File: config.mk
export PLATFORM = sky130hd
export DESIGN_NAME = alu_issue
export DESIGN_NICKNAME = d
export VERILOG_FILES = /design/src/rtl/alu_issue.sv
export SDC_FILE = /design/constraint.sdc
export NUM_CORES = 1
export LEC_CHECK = 0
export ABC_AREA = 1
export CAP_MARGIN = 20
export CORE_ASPECT_RATIO = 0.7
export CORE_MARGIN = 5
export CORE_UTILIZATION = 41
export CTS_CLUSTER_DIAMETER = 60
export DETAILED_ROUTE_END_ITERATION = 12
export PLACE_DENSITY = 0.78
export SYNTH_ARGS = -nofsm -noshare
export SYNTH_HDL_FRONTEND = slang
export SYNTH_SLANG_ARGS = --single-unit
File: constraint.sdc
create_clock -name clk -period 5.2 [get_ports clk]
set_clock_uncertainty 0.05 [all_clocks]
set_input_delay 1.3 -clock clk [delete_from_list [all_inputs] [get_ports clk]]
set_output_delay 1.3 -clock clk [all_outputs]
set_load 0.05 [all_outputs]
File: src/rtl/alu_issue.sv
// RV32I integer-ALU issue stage: decodes OP/OP-IMM/LUI/AUIPC, applies the writeback
// bypass to the source operands and holds the result in a single-entry valid/ready register.
module alu_issue (
  input  logic        clk,
  input  logic        rst,
  input  logic        in_valid,
  output logic        in_ready,
  input  logic [31:0] instr,
  input  logic [31:0] pc,
  input  logic [31:0] rs1_data,
  input  logic [31:0] rs2_data,
  input  logic        fwd_en,
  input  logic [4:0]  fwd_rd,
  input  logic [31:0] fwd_data,
  input  logic        flush,
  output logic        out_valid,
  input  logic        out_ready,
  output logic [3:0]  aluop,
  output logic [31:0] a,
  output logic [31:0] b,
  output logic [4:0]  rd,
  output logic        we,
  output logic        illegal
);

  localparam logic [3:0] ALU_ADD  = 4'b0000;
  localparam logic [3:0] ALU_SUB  = 4'b0001;
  localparam logic [3:0] ALU_SLL  = 4'b0010;
  localparam logic [3:0] ALU_SLT  = 4'b0011;
  localparam logic [3:0] ALU_SLTU = 4'b0100;
  localparam logic [3:0] ALU_XOR  = 4'b0101;
  localparam logic [3:0] ALU_SRL  = 4'b0110;
  localparam logic [3:0] ALU_SRA  = 4'b0111;
  localparam logic [3:0] ALU_OR   = 4'b1000;
  localparam logic [3:0] ALU_AND  = 4'b1001;

  localparam logic [6:0] OPC_OP    = 7'b0110011;
  localparam logic [6:0] OPC_OPIMM = 7'b0010011;
  localparam logic [6:0] OPC_LUI   = 7'b0110111;
  localparam logic [6:0] OPC_AUIPC = 7'b0010111;
  localparam logic [6:0] F7_BASE   = 7'b0000000;
  localparam logic [6:0] F7_ALT    = 7'b0100000;

  logic        valid_r;
  logic [3:0]  aluop_r;
  logic [31:0] a_r;
  logic [31:0] b_r;
  logic [4:0]  rd_r;
  logic        we_r;
  logic        illegal_r;

  logic [6:0]  opcode_s;
  logic [2:0]  funct3_s;
  logic [6:0]  funct7_s;
  logic [31:0] rs1_val_s;
  logic [31:0] rs2_val_s;
  logic [31:0] imm_i_s;
  logic [31:0] imm_u_s;
  logic [31:0] shamt_s;
  logic [3:0]  dec_op_s;
  logic [31:0] dec_a_s;
  logic [31:0] dec_b_s;
  logic        dec_ill_s;
  logic        accept_s;

  assign opcode_s = instr[6:0];
  assign funct3_s = instr[14:12];
  assign funct7_s = instr[31:25];
  assign imm_i_s  = {{20{instr[31]}}, instr[31:20]};
  assign imm_u_s  = {instr[31:12], 12'h000};
  assign shamt_s  = {27'd0, instr[24:20]};

  // x0 is never bypassed: a writeback to x0 carries no architectural value.
  assign rs1_val_s = (fwd_en && (fwd_rd != 5'd0) && (fwd_rd == instr[19:15])) ? fwd_data : rs1_data;
  assign rs2_val_s = (fwd_en && (fwd_rd != 5'd0) && (fwd_rd == instr[24:20])) ? fwd_data : rs2_data;

  assign in_ready  = !rst && !flush && (!valid_r || out_ready);
  assign accept_s  = in_valid && in_ready;

  assign out_valid = valid_r;
  assign aluop     = aluop_r;
  assign a         = a_r;
  assign b         = b_r;
  assign rd        = rd_r;
  assign we        = we_r;
  assign illegal   = illegal_r;

  // Instruction decode; illegal encodings fall through to ADD 0,0.
  always_comb begin
    dec_op_s  = ALU_ADD;
    dec_a_s   = 32'd0;
    dec_b_s   = 32'd0;
    dec_ill_s = 1'b0;
    case (opcode_s)
      OPC_OP: begin
        if (funct7_s == F7_BASE) begin
          dec_a_s = rs1_val_s;
          dec_b_s = rs2_val_s;
          case (funct3_s)
            3'b000:  dec_op_s = ALU_ADD;
            3'b001:  dec_op_s = ALU_SLL;
            3'b010:  dec_op_s = ALU_SLT;
            3'b011:  dec_op_s = ALU_SLTU;
            3'b100:  dec_op_s = ALU_XOR;
            3'b101:  dec_op_s = ALU_SRL;
            3'b110:  dec_op_s = ALU_OR;
            3'b111:  dec_op_s = ALU_AND;
            default: dec_op_s = ALU_ADD;
          endcase
        end else if ((funct7_s == F7_ALT) && (funct3_s == 3'b000)) begin
          dec_op_s = ALU_SUB;
          dec_a_s  = rs1_val_s;
          dec_b_s  = rs2_val_s;
        end else if ((funct7_s == F7_ALT) && (funct3_s == 3'b101)) begin
          dec_op_s = ALU_SRA;
          dec_a_s  = rs1_val_s;
          dec_b_s  = rs2_val_s;
        end else begin
          dec_ill_s = 1'b1;
        end
      end
      OPC_OPIMM: begin
        case (funct3_s)
          3'b000: begin dec_op_s = ALU_ADD;  dec_a_s = rs1_val_s; dec_b_s = imm_i_s; end
          3'b010: begin dec_op_s = ALU_SLT;  dec_a_s = rs1_val_s; dec_b_s = imm_i_s; end
          3'b011: begin dec_op_s = ALU_SLTU; dec_a_s = rs1_val_s; dec_b_s = imm_i_s; end
          3'b100: begin dec_op_s = ALU_XOR;  dec_a_s = rs1_val_s; dec_b_s = imm_i_s; end
          3'b110: begin dec_op_s = ALU_OR;   dec_a_s = rs1_val_s; dec_b_s = imm_i_s; end
          3'b111: begin dec_op_s = ALU_AND;  dec_a_s = rs1_val_s; dec_b_s = imm_i_s; end
          3'b001: begin
            if (funct7_s == F7_BASE) begin
              dec_op_s = ALU_SLL;
              dec_a_s  = rs1_val_s;
              dec_b_s  = shamt_s;
            end else begin
              dec_ill_s = 1'b1;
            end
          end
          3'b101: begin
            if (funct7_s == F7_BASE) begin
              dec_op_s = ALU_SRL;
              dec_a_s  = rs1_val_s;
              dec_b_s  = shamt_s;
            end else if (funct7_s == F7_ALT) begin
              dec_op_s = ALU_SRA;
              dec_a_s  = rs1_val_s;
              dec_b_s  = shamt_s;
            end else begin
              dec_ill_s = 1'b1;
            end
          end
          default: dec_ill_s = 1'b1;
        endcase
      end
      OPC_LUI: begin
        dec_b_s = imm_u_s;
      end
      OPC_AUIPC: begin
        dec_a_s = pc;
        dec_b_s = imm_u_s;
      end
      default: dec_ill_s = 1'b1;
    endcase
  end

  // Issue register: flush beats accept, accept beats drain, otherwise hold.
  always_ff @(posedge clk or posedge rst) begin
    if (rst) begin
      valid_r   <= 1'b0;
      aluop_r   <= 4'd0;
      a_r       <= 32'd0;
      b_r       <= 32'd0;
      rd_r      <= 5'd0;
      we_r      <= 1'b0;
      illegal_r <= 1'b0;
    end else if (flush) begin
      valid_r <= 1'b0;
    end else if (accept_s) begin
      valid_r   <= 1'b1;
      aluop_r   <= dec_op_s;
      a_r       <= dec_a_s;
      b_r       <= dec_b_s;
      rd_r      <= instr[11:7];
      we_r      <= !dec_ill_s && (instr[11:7] != 5'd0);
      illegal_r <= dec_ill_s;
    end else if (out_ready) begin
      valid_r <= 1'b0;
    end else begin
      valid_r <= valid_r;
    end
  end

endmodule

==> metrics <==
critical path type=primary input to output port; Die Y=109.1 um; ys flop type=dfrtp_1; Rows=36; fillers=between 1000 and 1500; Fin Hold WS=0.4277 ns; area grow syn2layout=47.96%; worst rel slew slack=0.4607; Yosys cell types=41; post-synthesis sequential area ratio=0.3309; die width=about 150 um; Final GP Congestion=0.9282; drc violations=0; vias in the first global route=about 6400; first-pass GRT wire length=approximately 35000 um; Starting Density=0.4156; setup ws final=0.9643 ns; final number of setup-violating endpoints=0; Pleak=about 4.6 nW; RR Endpoint=b[17]; clock slew at reported path FFs=around 0.06 ns; Post-synth ARST share=1.000; cts hold-fix bufs=0; Avg Synthesized Cell Area=around 6.2 um^2; CP endpoint kind=output port; clk_lat worst skew=0.34 ns; WL per Instance=between 15 and 20 um; setup bufs post-CTS=0; Placement Setup Slack=0.9429 ns; status=complete, no violations; Port Buf Inserts=roughly 250; achievable clock frequency=0.2361 GHz; CP startpoint=out_ready; RSZ-0062 raised after global routing=no; setup slack, reg-to-reg=2.80 ns; pin count of the biggest net entering global routing=44; Cells after Synth=between 900 and 1000; post-synthesis register bit count=76; Post-synth EDFFs=0; Detail Route Antenna Nets=0; Post-Route WL=~23000 um; synthesized net count=roughly 1100; MaxCap Viol Count=0; Final Max Tran Viols=0; Hold Crit Start=b[30]; Fin. Hold Viols=0; vias per cell=approximately 5.0; total grt overflow=0; design area=about 0.0085 mm^2; CP required=3.85 ns; H-tree levels=3; CP Capture Point=in_ready; share of cells above drive strength 1=0.05231; Worst-Margin Slew=0.8070 ns; Initial DRT Pass Iterations=5; min-delay worst type=flip-flop to flip-flop; # clock sinks=between 70 and 80; core area=0.01383 mm^2; WP data arrival=2.89 ns; maximum fanout along the worst path=2; antenna violations before repair=0; via count=around 6600; post-detail-place hpwl=approximately 17000 um; Netlist Area Pre-Place=0.005747 mm^2; final critical-path required period=4.236 ns; dpl cell area=0.008197 mm^2; CTS tree=yes; Worst R2R Path Depth=8; cts repair resizes=0; Die ar.=between 0.015 and 0.02 mm^2; FF-to-FF Start=out_valid; CP Launch Type=primary input; root buffer cell=clkbuf_16; yosys warns=0; clk buf depth=2; power per cell area=slightly below 200 mW/mm^2; Final nets=about 1300; Tot GR Track Use=0.2710; VDD IR-drop max=around 0.15 mV; number of buffers created by CTS=9; period utilization=0.8146; setup TNS=0 ns; I/O Pins=about 250; DRT iter0 DRCs=around 520; Worst Hold Path Cells=2
-- critical path, cell delays in order --
cell             delay [ns]
clkdlybuf4s50_1        0.48
o21ai_1                0.07
nor2_1                 0.19
clkdlybuf4s50_1        0.85
-- cell usage after synthesis (2+ instances only) --
cell	count	area, um^2
nor2_4	6	67.56
inv_2	6	22.52
buf_2	31	155.2
a21oi_1	5	25.02
xor2_1	4	35.03
clkbuf_1	8	30.03
buf_4	2	15.01
nor2_1	16	60.06
o21ai_0	12	60.06
nor2_2	3	18.77
dfrtp_1	76	1902
nand4_1	33	206.5
buf_12	5	100.1
inv_1	111	416.7
nand2_2	4	25.02
nand3_1	88	440.4
nand3_2	4	40.04
ha_1	4	50.05
nand2_4	2	22.52
nand2_1	478	1794
o21ai_1	3	15.01
xnor2_1	3	26.28
nand2_8	2	40.04
-- registers in the layout, summed over array words and instances, names as in the netlist --
| register | cells |
|---|---|
| illegal | 1 |
| aluop | 4 |
| out_valid | 1 |
| we | 1 |
| rd | 5 |
| a | 32 |
| b | 32 |
-- stage by stage --
stage	utilization	instances	total power [mW]
floorplan	-	924	0.8137
global placement	0.5927	1321	1.025
detailed placement	0.5927	1321	1.027
CTS	0.6147	1337	1.693
global route	0.6147	1337	1.750
finish	0.6149	1338	1.678
-- layer usage --
layer	share of wire	track usage	vias up
met5	0	0	-
met4	0.022	0.08077	0
met3	0.13	0.09555	31
met2	0.43	0.4171	301
met1	0.42	0.3601	3033
li1	-	-	3259
-- power breakdown --
group / internal (mW) / total [mW] / switching (mW)
clock: 0.397 / 0.660 / 0.263
sequential: 0.607 / 0.617 / 0.00977
combinational: 0.182 / 0.401 / 0.219
-- worst min path at each step --
stage / end / slack, ns
5_1_grt: a[10] / 0.44
3_5_place_dp: a[19] / 0.41
3_3_place_gp: a[1] / 0.41
4_1_cts: a[27] / 0.43
6_report: b[30] / 0.43
2_1_floorplan: a[10] / 0.71
-- cell families after synthesis --
| group | synth area share |
|---|---|
| compound gates | 0.03135 |
| xor+xnor | 0.01067 |
| fa+ha+maj | 0.008709 |
| buf+inv | 0.1367 |
| flops | 0.3309 |
| simple gates | 0.4816 |
-- layout by cell type, fill, tap and decap left out, types with 5 or more instances in the layout --
| cell type | count |
|---|---|
| a21oi_1 | 5 |
| inv_2 | 7 |
| clkbuf_16 | 9 |
| dfrtp_1 | 76 |
| nand4_1 | 33 |
| buf_4 | 8 |
| o21ai_0 | 12 |
| clkdlybuf4s50_1 | 247 |
| inv_1 | 110 |
| nand2_1 | 478 |
| nor2_1 | 16 |
| nand3_1 | 88 |
| nor2_4 | 6 |
-- area by class of cell --
cell class                      count  area, um^2  share of cell area
Clock inverter                      4       47.55            0.005592
Tap cell                          190       237.7             0.02796
Timing Repair Buffer              255        2532              0.2978
Inverter                          120       460.4             0.05415
Sequential cell                    76        1902              0.2237
Clock buffer                       12       256.5             0.03016
Multi-Input combinational cell    680        3064              0.3604
Antenna cell                        1       2.502           0.0002943
Power figures use the tool's default switching activity.
==> RTL change: new RTL, config.mk and constraints unchanged <==
Reset style: synchronous (`rst`), changed in one clocked block.
--- a/src/rtl/alu_issue.sv
+++ b/src/rtl/alu_issue.sv
@@ -166,3 +166,3 @@
   // Issue register: flush beats accept, accept beats drain, otherwise hold.
-  always_ff @(posedge clk or posedge rst) begin
+  always_ff @(posedge clk) begin
     if (rst) begin
Function: changed (Yosys sat finds a counterexample within 4 cycles, from zero or initial values and one cycle with rst high; the reset may be asserted at any time).
==> RTL change against the original RTL <==
- wire length decreased by 2.8%
- combinational power decreased by 23%
- cell area decreased by 1.9%
- synthesized area decreased by 1.2%
- worst setup slack improved by 0.046 ns
- non-clock buffer count unchanged
- via count decreased by 0.36%
- sequential cell count unchanged
- die area decreased by 1.1%
- final cell count decreased by 0.15%
- register-to-register slack improved by 0.50 ns
- total power decreased by 7.6%
- core utilization decreased by 0.75 points
- critical endpoint unchanged
==> RTL change: results (changes against the original RTL) <==
- Largest net degree at the start of global routing: 75 (+70%)
- Synth Area in XOR/XNOR: 0.9259% (-0.14 points)
- Post-DP HPWL: 16.58 mm (-1.4%)
- Slowest stage delay, CP: 0.83 ns (-0.02 ns)
- Worst reg2reg path depth: 7 (-1)
- GRT overflow: 0 (unchanged)
- Synth top area cells: nand2_1, dfxtp_1, a21oi_2, nand3_1, inv_1
- First-pass GRT wire length: 33.57 mm (-3.1%)
- Fin cells: 1,336 (-0.15%)
- N_diodes: 0 (-1)
- DRT Wirelength: 21.91 mm (-2.8%)
- Status: complete, no violations
- Clk root buf: clkbuf_16
- Compound-cell area share of the yosys netlist: 13.38% (+10 points)
- Hold path startpoint: b[2]
- Crit path arrival time: 2.84 ns (-0.05 ns)
- Post-Synth Adder-Cell Area: 0.8818% (+0.011 points)
- Mean Syn Cell Area: 6.122 sq um (-1.6%)
- Sequential share of the synthesized area: 26.81% (-6.3 points)
- RR Startpoint: out_valid
- Commonest cells in the synthesized netlist: nand2_1, inv_1, nand3_1, dfxtp_1, a21oi_2
- Ys async rst share: 0% (-100 points)
- Max Freq: 0.2387 GHz (+1.1%)
- Rel. slew slack: 28.89% (-17 points)
- GPL Wtd Cong: 0.9181 (-1.1%)
- Reg2Reg Setup Slack: 3.30 ns (+0.50 ns)
- Initial DRC count: 520 (+0.39%)
- Routed vias: 6,600 (-0.36%)
- Syn_nets: 1,102 (+0.27%)
- Peak VDD IR: 0.1434 mV (-4.5%)
- Critical path launch point: flush
- Lkg Pwr: 0.003687 uW (-19%)
- Vias in the first global route: 6,243 (-2.9%)
- Predominant post-synthesis flop cell: dfxtp_1
- Layout cell share with drive strength beyond 1: 10.21% (+5.0 points)
- RR Endpoint: a[30]
- CTS Buffer Depth: 2 (unchanged)
- Synth cell types: 36 (-12%)
RTL change: cell types whose count changed in the layout (fill, tap and decap cells not counted), sizes merged, moves of 5 or more:
cell,change
nand4,-30
nand2,-62
nor2,+5
a21oi,+75
nand3,+14
dfxtp,+76
dfrtp,-76
RTL change: power by group:
part	total [uW]	internal, uW	switching (uW)	leakage (uW)
Clock	654	387	267	0.000146
Combinational	309	154	155	0.00293
Sequential	588	586	2.30	0.000613
RTL change: logic make-up after synthesis:
kind of cell / Yosys count
simple gates: 569
buf+inv: 169
compound gates: 103
flops: 76
xor+xnor: 6
fa+ha+maj: 4
RTL change: metrics by stage:
stage / cell area, sq um / hold slack [ns] / utilization (%)
after global routing: 8344 / 0.4368 / 60.74
after global placement: 8041 / 0.4008 / 58.53
final: 8344 / 0.4138 / 60.74
after detailed placement: 8041 / 0.4057 / 58.53
after floorplan: 5675 / 0.6347 / -
after CTS: 8344 / 0.4146 / 60.74
RTL change: layer usage:
metal  GRT usage (%)  part of all wire, %
met4           6.792                  2.2
met3           8.504                   12
met5               0                    0
met2           40.90                   43
met1           35.21                   43
RTL change: layout make-up:
type / count / area, sq um / share of cell area, %
Multi-Input combinational cell: 682 / 3308 / 39.65
Timing Repair Buffer: 255 / 2530 / 30.32
Sequential cell: 76 / 1521 / 18.23
Inverter: 117 / 444.2 / 5.323
Clock buffer: 11 / 242.7 / 2.909
Tap cell: 190 / 237.7 / 2.849
Clock inverter: 5 / 60.06 / 0.7197
RTL change: worst reg2reg max path, cell delays in order, from the launching register on:
cell	delay (ns)
dfxtp_1	0.31
inv_1	0.05
nor2_1	0.05
nor2_2	0.17
nand2_4	0.09
inv_2	0.71
nand2_1	0.24
a21oi_2	0.16
RTL change: how the worst min path moves through the flow:
stage          endpoint  slack, ns  depth (start not counted)
2_1_floorplan     rd[4]       0.63                          2
3_3_place_gp      rd[0]       0.40                          2
3_5_place_dp       b[2]       0.41                          2
4_1_cts            b[2]       0.41                          2
5_1_grt           b[12]       0.44                          2
6_report           b[2]       0.41                          2
